### src/rtl/addsub_bk_pipe_16b_if.sv
// Operand/result bus of the pipelined 16-bit add/sub unit.
// The master side supplies operands and consumes results. The slave side is the unit itself.
interface addsub_bk_pipe_16b_if;
    logic        in_valid_i;
    logic        in_ready_o;
    logic [1:0]  op_i;
    logic [15:0] a_i;
    logic [15:0] b_i;
    logic        carry_in_i;
    logic        out_valid_o;
    logic        out_ready_i;
    logic [15:0] sum_o;
    logic        flag_n_o;
    logic        flag_z_o;
    logic        flag_c_o;
    logic        flag_v_o;

    modport master (
        output in_valid_i, op_i, a_i, b_i, carry_in_i, out_ready_i,
        input  in_ready_o, out_valid_o, sum_o, flag_n_o, flag_z_o, flag_c_o, flag_v_o
    );

    modport slave (
        input  in_valid_i, op_i, a_i, b_i, carry_in_i, out_ready_i,
        output in_ready_o, out_valid_o, sum_o, flag_n_o, flag_z_o, flag_c_o, flag_v_o
    );
endinterface

### src/rtl/addsub_bk_pipe_16b.sv
// Two-stage pipelined 16-bit add/subtract unit with NZCV flags and valid/ready on both sides.
// Carries come from a Brent-Kung prefix tree. The operand carry-in is folded into bit 0's generate.
module carry_tree_bk_16b (
    input  logic [15:0] prop_i,
    input  logic [15:0] gen_i,
    output logic [15:0] carry_o
);
    logic [15:0] gg;
    logic [15:0] pp;

    // NOTE: blocking assignments here, because each prefix level reads the level just computed.
    always_comb begin
        gg = gen_i;
        pp = prop_i;
        for (int d = 0; d < 4; d++) begin
            for (int i = 0; i < 16; i++) begin
                if ((i + 1) % (2 << d) == 0) begin
                    gg[i] = gg[i] | (pp[i] & gg[i - (1 << d)]);
                    pp[i] = pp[i] & pp[i - (1 << d)];
                end
            end
        end
        for (int d = 2; d >= 0; d--) begin
            for (int i = 0; i < 16; i++) begin
                if ((i >= (3 << d) - 1) && ((i + 1 - (1 << d)) % (2 << d) == 0)) begin
                    gg[i] = gg[i] | (pp[i] & gg[i - (1 << d)]);
                end
            end
        end
        carry_o = gg;
    end
endmodule

module addsub_bk_pipe_16b (
    input logic                 clk_i,
    input logic                 rst_i,
    addsub_bk_pipe_16b_if.slave bus
);
    logic        adv1;
    logic        adv2;
    logic [15:0] b_eff;
    logic        cin;
    logic [15:0] p_in;
    logic [15:0] g_in;

    logic        s1_valid;
    logic [15:0] s1_p;
    logic [15:0] s1_g;
    logic        s1_cin;

    logic [15:0] carry;
    logic [15:0] sum_nxt;

    assign adv2          = !bus.out_valid_o || bus.out_ready_i;
    assign adv1          = !s1_valid || adv2;
    assign bus.in_ready_o = adv1 && !rst_i;

    // op_i[0] selects subtraction; op_i[1] selects the external carry.
    assign b_eff = bus.op_i[0] ? ~bus.b_i : bus.b_i;
    assign cin   = bus.op_i[1] ? bus.carry_in_i : bus.op_i[0];
    assign p_in  = bus.a_i ^ b_eff;
    assign g_in  = {bus.a_i[15:1] & b_eff[15:1], (bus.a_i[0] & b_eff[0]) | (p_in[0] & cin)};

    // NOTE: the datapath registers are not reset. Only the valid bits and the visible outputs are cleared.
    always_ff @(posedge clk_i) begin
        if (rst_i) begin
            s1_valid <= 1'b0;
        end else if (adv1) begin
            s1_valid <= bus.in_valid_i;
            if (bus.in_valid_i) begin
                s1_p   <= p_in;
                s1_g   <= g_in;
                s1_cin <= cin;
            end
        end
    end

    carry_tree_bk_16b u_tree (
        .prop_i  (s1_p),
        .gen_i   (s1_g),
        .carry_o (carry)
    );

    assign sum_nxt = s1_p ^ {carry[14:0], s1_cin};

    always_ff @(posedge clk_i) begin
        if (rst_i) begin
            bus.out_valid_o <= 1'b0;
            bus.sum_o       <= 16'h0000;
            bus.flag_n_o    <= 1'b0;
            bus.flag_z_o    <= 1'b0;
            bus.flag_c_o    <= 1'b0;
            bus.flag_v_o    <= 1'b0;
        end else if (adv2) begin
            bus.out_valid_o <= s1_valid;
            if (s1_valid) begin
                bus.sum_o    <= sum_nxt;
                bus.flag_n_o <= sum_nxt[15];
                bus.flag_z_o <= (sum_nxt == 16'h0000);
                bus.flag_c_o <= carry[15];
                bus.flag_v_o <= carry[15] ^ carry[14];
            end
        end
    end
endmodule

### src/flat_wrapper.sv
// flat-port wrapper written by rule: the top's interface ports become plain ports
module addsub_bk_pipe_16b_flat 
  (clk_i, rst_i, bus_in_valid_i, bus_op_i, bus_a_i, bus_b_i, bus_carry_in_i, bus_out_ready_i, bus_in_ready_o, bus_out_valid_o, bus_sum_o, bus_flag_n_o, bus_flag_z_o, bus_flag_c_o, bus_flag_v_o);
  addsub_bk_pipe_16b_if bus_i ();
  input logic clk_i;
  input logic rst_i;
  input wire logic [$bits(bus_i.in_valid_i)-1:0] bus_in_valid_i;
  input wire logic [$bits(bus_i.op_i)-1:0] bus_op_i;
  input wire logic [$bits(bus_i.a_i)-1:0] bus_a_i;
  input wire logic [$bits(bus_i.b_i)-1:0] bus_b_i;
  input wire logic [$bits(bus_i.carry_in_i)-1:0] bus_carry_in_i;
  input wire logic [$bits(bus_i.out_ready_i)-1:0] bus_out_ready_i;
  output wire logic [$bits(bus_i.in_ready_o)-1:0] bus_in_ready_o;
  output wire logic [$bits(bus_i.out_valid_o)-1:0] bus_out_valid_o;
  output wire logic [$bits(bus_i.sum_o)-1:0] bus_sum_o;
  output wire logic [$bits(bus_i.flag_n_o)-1:0] bus_flag_n_o;
  output wire logic [$bits(bus_i.flag_z_o)-1:0] bus_flag_z_o;
  output wire logic [$bits(bus_i.flag_c_o)-1:0] bus_flag_c_o;
  output wire logic [$bits(bus_i.flag_v_o)-1:0] bus_flag_v_o;
  assign bus_i.in_valid_i = bus_in_valid_i;
  assign bus_i.op_i = bus_op_i;
  assign bus_i.a_i = bus_a_i;
  assign bus_i.b_i = bus_b_i;
  assign bus_i.carry_in_i = bus_carry_in_i;
  assign bus_i.out_ready_i = bus_out_ready_i;
  assign bus_in_ready_o = bus_i.in_ready_o;
  assign bus_out_valid_o = bus_i.out_valid_o;
  assign bus_sum_o = bus_i.sum_o;
  assign bus_flag_n_o = bus_i.flag_n_o;
  assign bus_flag_z_o = bus_i.flag_z_o;
  assign bus_flag_c_o = bus_i.flag_c_o;
  assign bus_flag_v_o = bus_i.flag_v_o;
  addsub_bk_pipe_16b u_core (.clk_i(clk_i), .rst_i(rst_i), .bus(bus_i));
endmodule
### config.mk
export PLATFORM = sky130hd
export DESIGN_NAME = addsub_bk_pipe_16b_flat
export DESIGN_NICKNAME = d
export VERILOG_FILES = /design/src/rtl/addsub_bk_pipe_16b_if.sv /design/src/rtl/addsub_bk_pipe_16b.sv /design/src/flat_wrapper.sv
export SDC_FILE = /design/constraint.sdc
export NUM_CORES = 1
export LEC_CHECK = 0
export BUFFER_PORTS_ARGS = -buffer_cell sky130_fd_sc_hd__buf_2
export CAP_MARGIN = 15
export CORE_MARGIN = 2
export CORE_UTILIZATION = 48
export CTS_CLUSTER_SIZE = 10
export DETAILED_ROUTE_END_ITERATION = 12
export PLACE_DENSITY = 0.79
export SLEW_MARGIN = 40
export SYNTH_ARGS = -nofsm -noshare
export SYNTH_HDL_FRONTEND = slang
export SYNTH_SLANG_ARGS = --single-unit
### constraint.sdc
create_clock -name clk_i -period 2.4 [get_ports clk_i]
set_input_delay 0.24 -clock clk_i [delete_from_list [all_inputs] [get_ports clk_i]]
set_output_delay 0.24 -clock clk_i [all_outputs]
set_load 0.005 [all_outputs]
==> results of run 1 <==
cells in the final DEF (no fill, tap or decap), types with 2 or more instances in the layout:
cell / netlist / final
buf_2: 4 / 60
nand2_1: 33 / 33
edfxtp_1: 33 / 33
a21oi_1: 22 / 21
dfxtp_1: 21 / 21
ha_1: 24 / 20
nor2_1: 19 / 17
xor2_1: 16 / 16
buf_4: 1 / 14
xnor2_1: 8 / 8
clkbuf_8: 0 / 5
a21o_1: 4 / 4
a211o_1: 3 / 3
nand4_1: 3 / 3
nor3_1: 4 / 3
ha_4: 0 / 3
nor2_2: 0 / 2
inv_2: 1 / 2
nand3_1: 2 / 2
o21ai_1: 2 / 2
nor4_4: 0 / 2
a211oi_1: 2 / 2
clkbuf_1: 4 / 2
critical path, stage by stage, from the launching register on:
cell and delay, ns:
edfxtp_1 0.38, ha_2 0.20, o211ai_1 0.24, a21oi_2 0.11
nor2_2 0.14, inv_2 0.08, a31oi_4 0.18, inv_2 0.06
ha_4 0.25, nor4_4 0.25, nand3_1 0.11, nor3_2 0.17
a32oi_1 0.12, nor2_1 0.09
report_power, final:
group	leakage, uW	internal, uW	switching (uW)	total [uW]
Combinational	0.000810	158	176	334
Sequential	0.000490	1050	34.3	1090
Clock	0.0000425	212	267	479
Total	0.00134	1420	477	1900
worst max-delay path by stage:
stage	startpoint	endpoint	slack, ns	depth (start not counted)
2_1_floorplan	u_core.s1_g[0]	u_core.bus.flag_z_o	0.02	13
6_report	u_core.s1_g[0]	u_core.bus.flag_z_o	-0.06	13
4_1_cts	u_core.s1_p[1]	u_core.bus.flag_z_o	-0.10	13
3_5_place_dp	u_core.s1_g[0]	u_core.bus.flag_z_o	-0.31	13
3_3_place_gp	u_core.s1_g[0]	u_core.bus.flag_z_o	-0.15	13
5_1_grt	u_core.s1_p[1]	u_core.bus.flag_z_o	-0.19	13
cells by family after synthesis:
logic type,after synthesis
simple gates,70
flops,54
compound gates,41
xor+xnor,24
fa+ha+maj,24
buf+inv,12
mux,1
cell type report:
class / count / area [um2] / area share
Timing Repair Buffer: 74 / 405 / 0.128
Tap cell: 70 / 87.6 / 0.0276
Inverter: 3 / 11.3 / 0.00355
Multi-Input combinational cell: 160 / 1180 / 0.371
Sequential cell: 54 / 1410 / 0.445
Clock buffer: 8 / 81.3 / 0.0256
through the flow:
step / cells / hold WS [ns]
after floorplan: 226 / 0.312
after global placement: 357 / 0.440
after detailed placement: 357 / 0.446
after CTS: 367 / 0.165
after global routing: 369 / 0.178
final: 369 / 0.168
layer usage:
layer,vias up,track usage
met5,-,0
met4,0,0.0855
met3,13,0.0400
met2,70,0.311
met1,907,0.230
li1,944,-
repair_timing:
| item | CTS | global route |
|---|---|---|
| pin swaps | 13 | 14 |
| resized for setup | 9 | 8 |
| hold buffers | 0 | 0 |
| setup buffers | 2 | 2 |
| endpoints found under the setup margin | 2 | 4 |
registers in the layout (all words and copies together), names as in the netlist:
name / cells
u_core.bus.out_valid_o: 1
u_core.bus.flag_v_o: 1
u_core.s1_valid: 1
u_core.s1_p: 16
u_core.bus.flag_z_o: 1
u_core.bus.flag_c_o: 1
u_core.bus.sum_o: 15
u_core.bus.flag_n_o: 1
u_core.s1_cin: 1
u_core.s1_g: 16
==> out/results.ini, run 1 <==
[grt]
grt_max_degree = 34
antenna_found_initial = 0
grt_pass1_wl_um = 8640
grt_overflow = 0
first_global_vias = 1907
grt_use_total = 0.186

[synth]
synth_top_family_by_area = simple AND/OR/NAND/NOR gates
synth_xor_area_frac = 0.0828
yosys_warnings = 0
synthesis.area_um2 = 2540
synthTopCellsByCount = edfxtp_1, nand2_1, ha_1
synth_compound_gate_area_share = 0.0980
yosys.area_share.simple = 0.120
ys_types = 35
netlist_instances = 226
synth_edf_count = 33
synth_fa_ha_area_frac = 0.118
seq_area_frac_synth = 0.556
synthArstFlopShare = 0
netlist.area_leader.share = 0.390
synth-main-ff-cell = edfxtp_1
synth_seq_cells = 54
synth.largest_area_cell = edfxtp_1
synth.area.top_cells = edfxtp_1, dfxtp_1, ha_1
synth_nets = 289
syn_avg_cell_area_um2 = 11.2
muxShareOfSynthArea = 0.00443

[floorplanning]
initial_core_util = 0.497
core_area_um2 = 5110
ios = 61
die_w_um = 76.7
dieHeight_um = 76.7
std_cell_rows = 26
dieArea_um2 = 5890

[outcome]
status = finished with violations
violations = setup timing

[placement]
postPlaceCellArea_um2 = 2960
port_buffers = 60
dp_hpwl_um = 3730
place_congestion = 0.882
place_worst_setup_slack_ns = -0.312

[clocking]
cts_tree = done
cts_sinks = 54
clkSlewWorstSetupHoldPaths_ns = 0.09
insertion_delay_ns = 0.30
h-tree-depth = 2
cts_inserted_buffers = 5
max-clock-path-buffers = 2
cts_root_buf = clkbuf_8

[drt]
detail_route.iter0.violations = 106
top_layer_used = met4
drt-met1-wl_um = 2190
wl_met2_um = 2570
viasPerCell = 5.24
firstDrtPassIters = 4
vias = 1934
postRouteAntennaNets = 0
drt_wl_total_um = 5180
drc = 0
wl_per_cell_um = 14.0
met3_length_um = 282

[sta]
tightest_slew_ns = 0.698
fin_crit_ns = 2.46
fmax_mhz = 407
finalMaxSlewViolations = 0
tns_ns = -0.0553
fin_ws_ns = -0.0553
rsz0062_at_grt = yes
max_slew_margin = 0.534
finalSetupViolCount = 1
finalHoldViolCount = 0
fin_skew_ns = 0.00419
period_share = 1.02

[cells_and_area]
n_antenna_cell = 0
fin_nets = 361
post-route-util = 0.622
design_area_um2 = 3170
syn2layout_area_growth_pct = 25.0
nFillCells = 433
drive_gt1_frac = 0.321

[power_and_ir_drop]
finalPower_uw = 1900
p_per_area_nw_per_um2 = 599
p_leak_uw = 0.00134
vdd_drop_max_v = 0.000422

[setup_path]
reg2regPathDepth = 13
cp-start-kind = flop
cp.required_ns = 2.65
r2r_start = u_core.s1_g[0]
end_kind = flop
critical_path.max_fanout = 3
reg2reg_to = u_core.bus.flag_z_o
arrival_ns = 2.70
crit_type = reg -> reg
ff2ff_setup_slack_ns = -0.06

[min_path]
hold_start = bus_in_valid_i
hold_end = u_core.s1_valid
min_path_cells = 3
hp-class = in -> reg

[run]
max_cap_viol_count = 0

(Power assumes the default switching activity.)
==> run 2, diff against run 1 <==
- CORE_UTILIZATION: 48 -> 45
- GPL_TIMING_DRIVEN: not set -> 0
- PLACE_DENSITY: 0.79 -> 0.75
==> out/results.ini, run 2 (synthesis gave the netlist of run 1 again) <==
[grt]
grt_overflow = 0  ; unchanged
grt_use_total = 0.172  ; -0.0144
grt_max_degree = 34  ; unchanged
first_global_vias = 1784  ; -6.4%
grt_pass1_wl_um = 8230  ; -4.7%
antenna_found_initial = 0  ; unchanged

[drt]
viasPerCell = 5.02  ; -4.1%
vias = 1869  ; -3.4%
wl_per_cell_um = 13.8  ; -2.0%
detail_route.iter0.violations = 129  ; +22%
firstDrtPassIters = 4  ; unchanged
drc = 0  ; unchanged
drt_wl_total_um = 5120  ; -1.2%
postRouteAntennaNets = 0  ; unchanged

[sta]
holdWs_ns = 0.126  ; -0.0427 ns
tns_ns = -0.0986  ; -0.0433 ns
period_share = 1.04  ; +0.0180
tightest_slew_ns = 0.749  ; +0.0516 ns
fin_skew_ns = 0.00927  ; +0.00508 ns
fin_ws_ns = -0.0986  ; -0.0433 ns
rsz0062_at_grt = yes
finalSetupViolCount = 1  ; unchanged
fmax_mhz = 400  ; -1.7%
max_slew_margin = 0.501  ; -0.0334
fin_crit_ns = 2.50  ; +0.0433 ns
finalMaxSlewViolations = 0  ; unchanged
finalHoldViolCount = 0  ; unchanged

[cells_and_area]
top_regs = u_core.s1_g x16, u_core.s1_p x16, u_core.bus.sum_o x15
fin_nets = 362  ; +0.28%
n_antenna_cell = 0  ; unchanged
syn2layout_area_growth_pct = 25.5
drive_gt1_frac = 0.327  ; +0.00560
nFillCells = 487  ; +12%
post-route-util = 0.583  ; -0.0390
final_cell_mix = buf_2, nand2_1, edfxtp_1, a21oi_1, dfxtp_1
final_common_cell = buf_2

[clocking]
cts_inserted_buffers = 5  ; unchanged
insertion_delay_ns = 0.31  ; about the same
cts_root_buf = clkbuf_8
cts_sinks = 54  ; unchanged
clkSlewWorstSetupHoldPaths_ns = 0.09  ; about the same
cts_tree = done
ctsHoldBuffers = 0  ; unchanged
h-tree-depth = 2  ; unchanged
max-clock-path-buffers = 2  ; unchanged

[placement]
port_buffers = 59  ; -1.7%
place_congestion = 0.799  ; -9.5%
place_worst_setup_slack_ns = -0.371  ; -0.0597 ns
dp_hpwl_um = 3640  ; -2.3%

[power_and_ir_drop]
finalPower_uw = 1920  ; +1.2%
vdd_drop_max_v = 0.000300  ; -29%
p_leak_uw = 0.00134  ; -0.21%
p_per_area_nw_per_um2 = 604  ; +0.80%

[setup_path]
reg2reg_to = u_core.bus.flag_z_o
arrival_ns = 2.75  ; +0.05 ns
reg2regPathDepth = 13  ; unchanged
end_kind = flop
r2r_start = u_core.s1_g[0]
critical_path.max_fanout = 3  ; unchanged
crit_type = reg -> reg
ff2ff_setup_slack_ns = -0.1  ; -0.04 ns
cp-start-kind = flop
cp.required_ns = 2.65  ; about the same

[outcome]
violations = setup timing
status = finished with violations

[floorplanning]
die_w_um = 79.1  ; +3.1%
ios = 61  ; unchanged
std_cell_rows = 27  ; +3.8%
initial_core_util = 0.464  ; -0.0332
dieHeight_um = 79.1  ; +3.1%
dieArea_um2 = 6260  ; +6.3%
core_area_um2 = 5470  ; +7.2%

[min_path]
hold_start = rst_i
hold_end = u_core.bus.flag_v_o
hp-class = in -> reg
min_path_cells = 2  ; -1

[run]
max_cap_viol_count = 0  ; unchanged

[run 2: worst max-delay path by stage]
| stage | start | endpoint | slack (ns) |
|---|---|---|---|
| after floorplan | u_core.s1_g[0] | u_core.bus.flag_z_o | 0.02 |
| after global placement | u_core.s1_g[0] | u_core.bus.flag_z_o | -0.38 |
| after detailed placement | u_core.s1_g[0] | u_core.bus.flag_z_o | -0.37 |
| after CTS | u_core.s1_p[1] | u_core.bus.flag_z_o | -0.09 |
| after global routing | u_core.s1_g[0] | u_core.bus.flag_z_o | -0.29 |
| final | u_core.s1_g[0] | u_core.bus.flag_z_o | -0.1 |
[run 2: what timing repair did]
action,CTS,global route
buffers inserted,8,3
gates resized for setup,12,9
endpoints found under the setup margin,2,6
pin swaps,15,15
[run 2: critical path, stage by stage, from the launching register on]
cell and delay (ns):
edfxtp_1 0.39, ha_2 0.21, o211ai_1 0.25, a21oi_2 0.11
nor2_2 0.15, inv_2 0.08, a21o_1 0.18, a21o_1 0.18
ha_4 0.25, nor4_4 0.12, nand3_1 0.12, nor3_2 0.17
a32oi_1 0.11, nor2_1 0.10
[run 2: per-layer routing]
metal / vias to the layer above / track usage / wire length [um]
li1: 946 / - / -
met1: 859 / 0.219 / 2230
met2: 55 / 0.281 / 2520
met3: 9 / 0.0375 / 273
met5: - / 0 / 0
met4: 0 / 0.0741 / 95
[run 2: power by group]
part           internal (uW)  switching [uW]
Combinational            152             171
Sequential              1050            37.7
Clock                    212             297
Total                   1420             506
[run 2: layout make-up]
| type | count | area [um2] | area share |
|---|---|---|---|
| clock inverters | 2 | 17.5 | 0.00549 |
| repair buffers | 66 | 348 | 0.109 |
| clock buffers | 6 | 72.6 | 0.0228 |
| well taps | 72 | 90.1 | 0.0283 |
| multi-input cells | 160 | 1190 | 0.375 |
| flip-flops and latches | 54 | 1410 | 0.443 |
| plain buffers | 9 | 42.5 | 0.0133 |
| inverters | 3 | 11.3 | 0.00353 |
[run 2: per-stage QoR]
| step | instance area, um2 | cells |
|---|---|---|
| after global placement | 2930 | 357 |
| after floorplan | 2540 | 226 |
| after CTS | 3150 | 372 |
| final | 3190 | 372 |
| after detailed placement | 2930 | 357 |
| after global routing | 3190 | 372 |
==> run 3, diff against run 2 <==
- SETUP_SLACK_MARGIN: not set -> 0.3
==> out/results.ini, run 3 (synthesis gave the netlist of run 1 again) <==
[power_and_ir_drop]
swShare = 0.258  ; -0.00482
p_per_area_nw_per_um2 = 602  ; -0.28%
p_leak_uw = 0.00137  ; +2.5%
combPwrFrac = 0.178  ; +0.010
power.internal_uw = 1460  ; +2.6%
seqPwrFrac = 0.556  ; -0.011
net-switching-power_uw = 506  ; about the same
vdd_drop_max_v = 0.000319  ; +6.4%
pwr-share-clk = 0.266  ; about the same

[cells_and_area]
final_common_cell = buf_2
n_antenna_cell = 0  ; unchanged
fin_nets = 366  ; +1.1%
final_cell_mix = buf_2, edfxtp_1, nand2_1, dfxtp_1
design_area_um2 = 3260  ; +2.2%
multi_input_comb_area_um2 = 1230  ; +2.7%
regArea_um2 = 1410  ; unchanged
top_regs = u_core.s1_g x16, u_core.s1_p x16, u_core.bus.sum_o x15
nFillCells = 464  ; -4.7%
syn2layout_area_growth_pct = 28.3
drive_gt1_frac = 0.365  ; +0.0385

[sta]
fin_skew_ns = 0.00403  ; -0.00524 ns
fmax_mhz = 397  ; -0.91%
period_share = 1.05  ; +0.00956
max_slew_margin = 0.499  ; -0.00111
fin_ws_ns = -0.122  ; -0.0230 ns
finalSetupViolCount = 2  ; +1
finalMaxSlewViolations = 0  ; unchanged
tns_ns = -0.232  ; -0.134 ns
rsz0062_at_grt = yes
tightest_slew_ns = 0.751  ; +0.00167 ns
finalHoldViolCount = 0  ; unchanged
fin_crit_ns = 2.52  ; +0.0230 ns

[drt]
postRouteAntennaNets = 0  ; unchanged
viasPerCell = 5.02  ; -0.16%
detail_route.iter0.violations = 138  ; +7.0%
drt_wl_total_um = 5220  ; +2.1%
drc = 0  ; unchanged
firstDrtPassIters = 4  ; unchanged
vias = 1886  ; +0.91%
wl_per_cell_um = 13.9  ; +1.0%

[grt]
grt_overflow = 0  ; unchanged
grt_max_degree = 34  ; unchanged
grt_pass1_wl_um = 7990  ; -2.9%
antenna_found_initial = 0  ; unchanged
first_global_vias = 1756  ; -1.6%
grt_use_total = 0.165  ; -0.00653

[min_path]
hp-class = in -> reg
hold_end = u_core.bus.flag_v_o
min_path_cells = 2  ; unchanged
hold_start = rst_i

[setup_path]
slowest_stage = edfxtp_1
crit_start = u_core.s1_p[1]
r2r_start = u_core.s1_p[1]
cp.buffers_inverters = 4  ; +3
ff2ff_setup_slack_ns = -0.12  ; -0.02 ns
end_kind = flop
crit_type = reg -> reg
arrival_ns = 2.74  ; about the same
critical_path.max_fanout = 3  ; unchanged
cp-start-kind = flop
reg2regPathDepth = 14  ; +1
max_stage_delay_ns = 0.38  ; about the same
crit_family = compound AO/OA/AOI/OAI gates
reg2reg_to = u_core.bus.flag_v_o
cp.required_ns = 2.62  ; -0.03 ns
cp_cell_sequence = ha_2 > o211ai_1 > a21oi_2 > nor2_2 > inv_2 > a31oi_4 > buf_4 > o21ai_2 > ha_2 > nor2_4 > buf_4 > inv_2 > a31o_1 > a311oi_1

[floorplanning]
core_area_um2 = 5470  ; unchanged
std_cell_rows = 27  ; unchanged
dieHeight_um = 79.1  ; unchanged
die_w_um = 79.1  ; unchanged
dieArea_um2 = 6260  ; unchanged
initial_core_util = 0.464  ; unchanged
ios = 61  ; unchanged

[clocking]
cts_sinks = 54  ; unchanged
cts_root_buf = clkbuf_8
cts_tree = done
max-clock-path-buffers = 2  ; unchanged
clkSlewWorstSetupHoldPaths_ns = 0.09  ; about the same
ctsHoldBuffers = 0  ; unchanged
insertion_delay_ns = 0.31  ; about the same
cts_inserted_buffers = 5  ; unchanged
h-tree-depth = 2  ; unchanged

[placement]
postPlaceCellArea_um2 = 2930  ; +0.17%
port_buffers = 59  ; unchanged
place_congestion = 0.830  ; +4.0%
dp_hpwl_um = 3730  ; +2.4%

[outcome]
status = finished with violations
violations = setup timing

[run]
max_cap_viol_count = 0  ; unchanged

-- run 3: changes by cell type in the layout (fill, tap and decap cells not counted), moves of 2 or more --
cell | previous run | this run
buf_4 | 8 | 11
nand2_1 | 33 | 31
nand2_2 | 0 | 2
nor2_1 | 17 | 14
nor2_4 | 1 | 3
xnor2_1 | 7 | 5
xnor2_2 | 1 | 3
-- run 3: power groups by stage --
stage	Combinational (uW)	Clock, uW	Sequential [uW]
after floorplan	167	0	1100
after global placement	266	0	1110
after detailed placement	275	0	1110
after CTS	302	536	1090
after global routing	389	568	1100
final	349	522	1090
-- run 3: layout make-up --
type	instances	area share
buffer	9	0.0131
clock buffer	6	0.0253
tap	72	0.0276
multi-input combinational	160	0.377
timing repair buffer	70	0.117
sequential	54	0.433
inverter	3	0.00345
clock inverter	2	0.00384
-- run 3: how the worst max path moves through the flow --
stage / to / slack (ns) / depth (start not counted)
finish: u_core.bus.flag_v_o / -0.12 / 14
global route: u_core.bus.flag_z_o / -0.31 / 14
CTS: u_core.bus.flag_z_o / -0.12 / 13
detailed placement: u_core.bus.flag_z_o / -0.29 / 13
global placement: u_core.bus.flag_z_o / -0.27 / 13
floorplan: u_core.bus.flag_z_o / 0.12 / 13
-- run 3: timing repair --
item | 4_1_cts | 5_1_grt
pin swaps | 15 | 22
endpoints found under the setup margin | 8 | 10
setup buffers | 6 | 5
resized for setup | 11 | 19
cloned | 0 | 0
-- run 3: routing by layer --
| metal | wire length [um] | up-vias | track usage |
|---|---|---|---|
| met1 | 2310 | 868 | 0.208 |
| li1 | - | 955 | - |
| met3 | 297 | 8 | 0.0420 |
| met4 | 104 | 0 | 0.0586 |
| met2 | 2510 | 55 | 0.275 |
| met5 | 0 | - | 0 |
-- run 3: metrics by stage --
stage / power (uW) / setup WS (ns) / hold WS, ns / instances / util
finish: 1960 / -0.122 / 0.140 / 376 / 0.596
global route: 2060 / -0.313 / 0.123 / 376 / 0.596
CTS: 1930 / -0.120 / 0.124 / 371 / 0.570
detailed placement: 1380 / -0.290 / 0.450 / 357 / 0.536
global placement: 1370 / -0.271 / 0.440 / 357 / 0.535
floorplan: 1270 / 0.120 / 0.312 / 226 / -
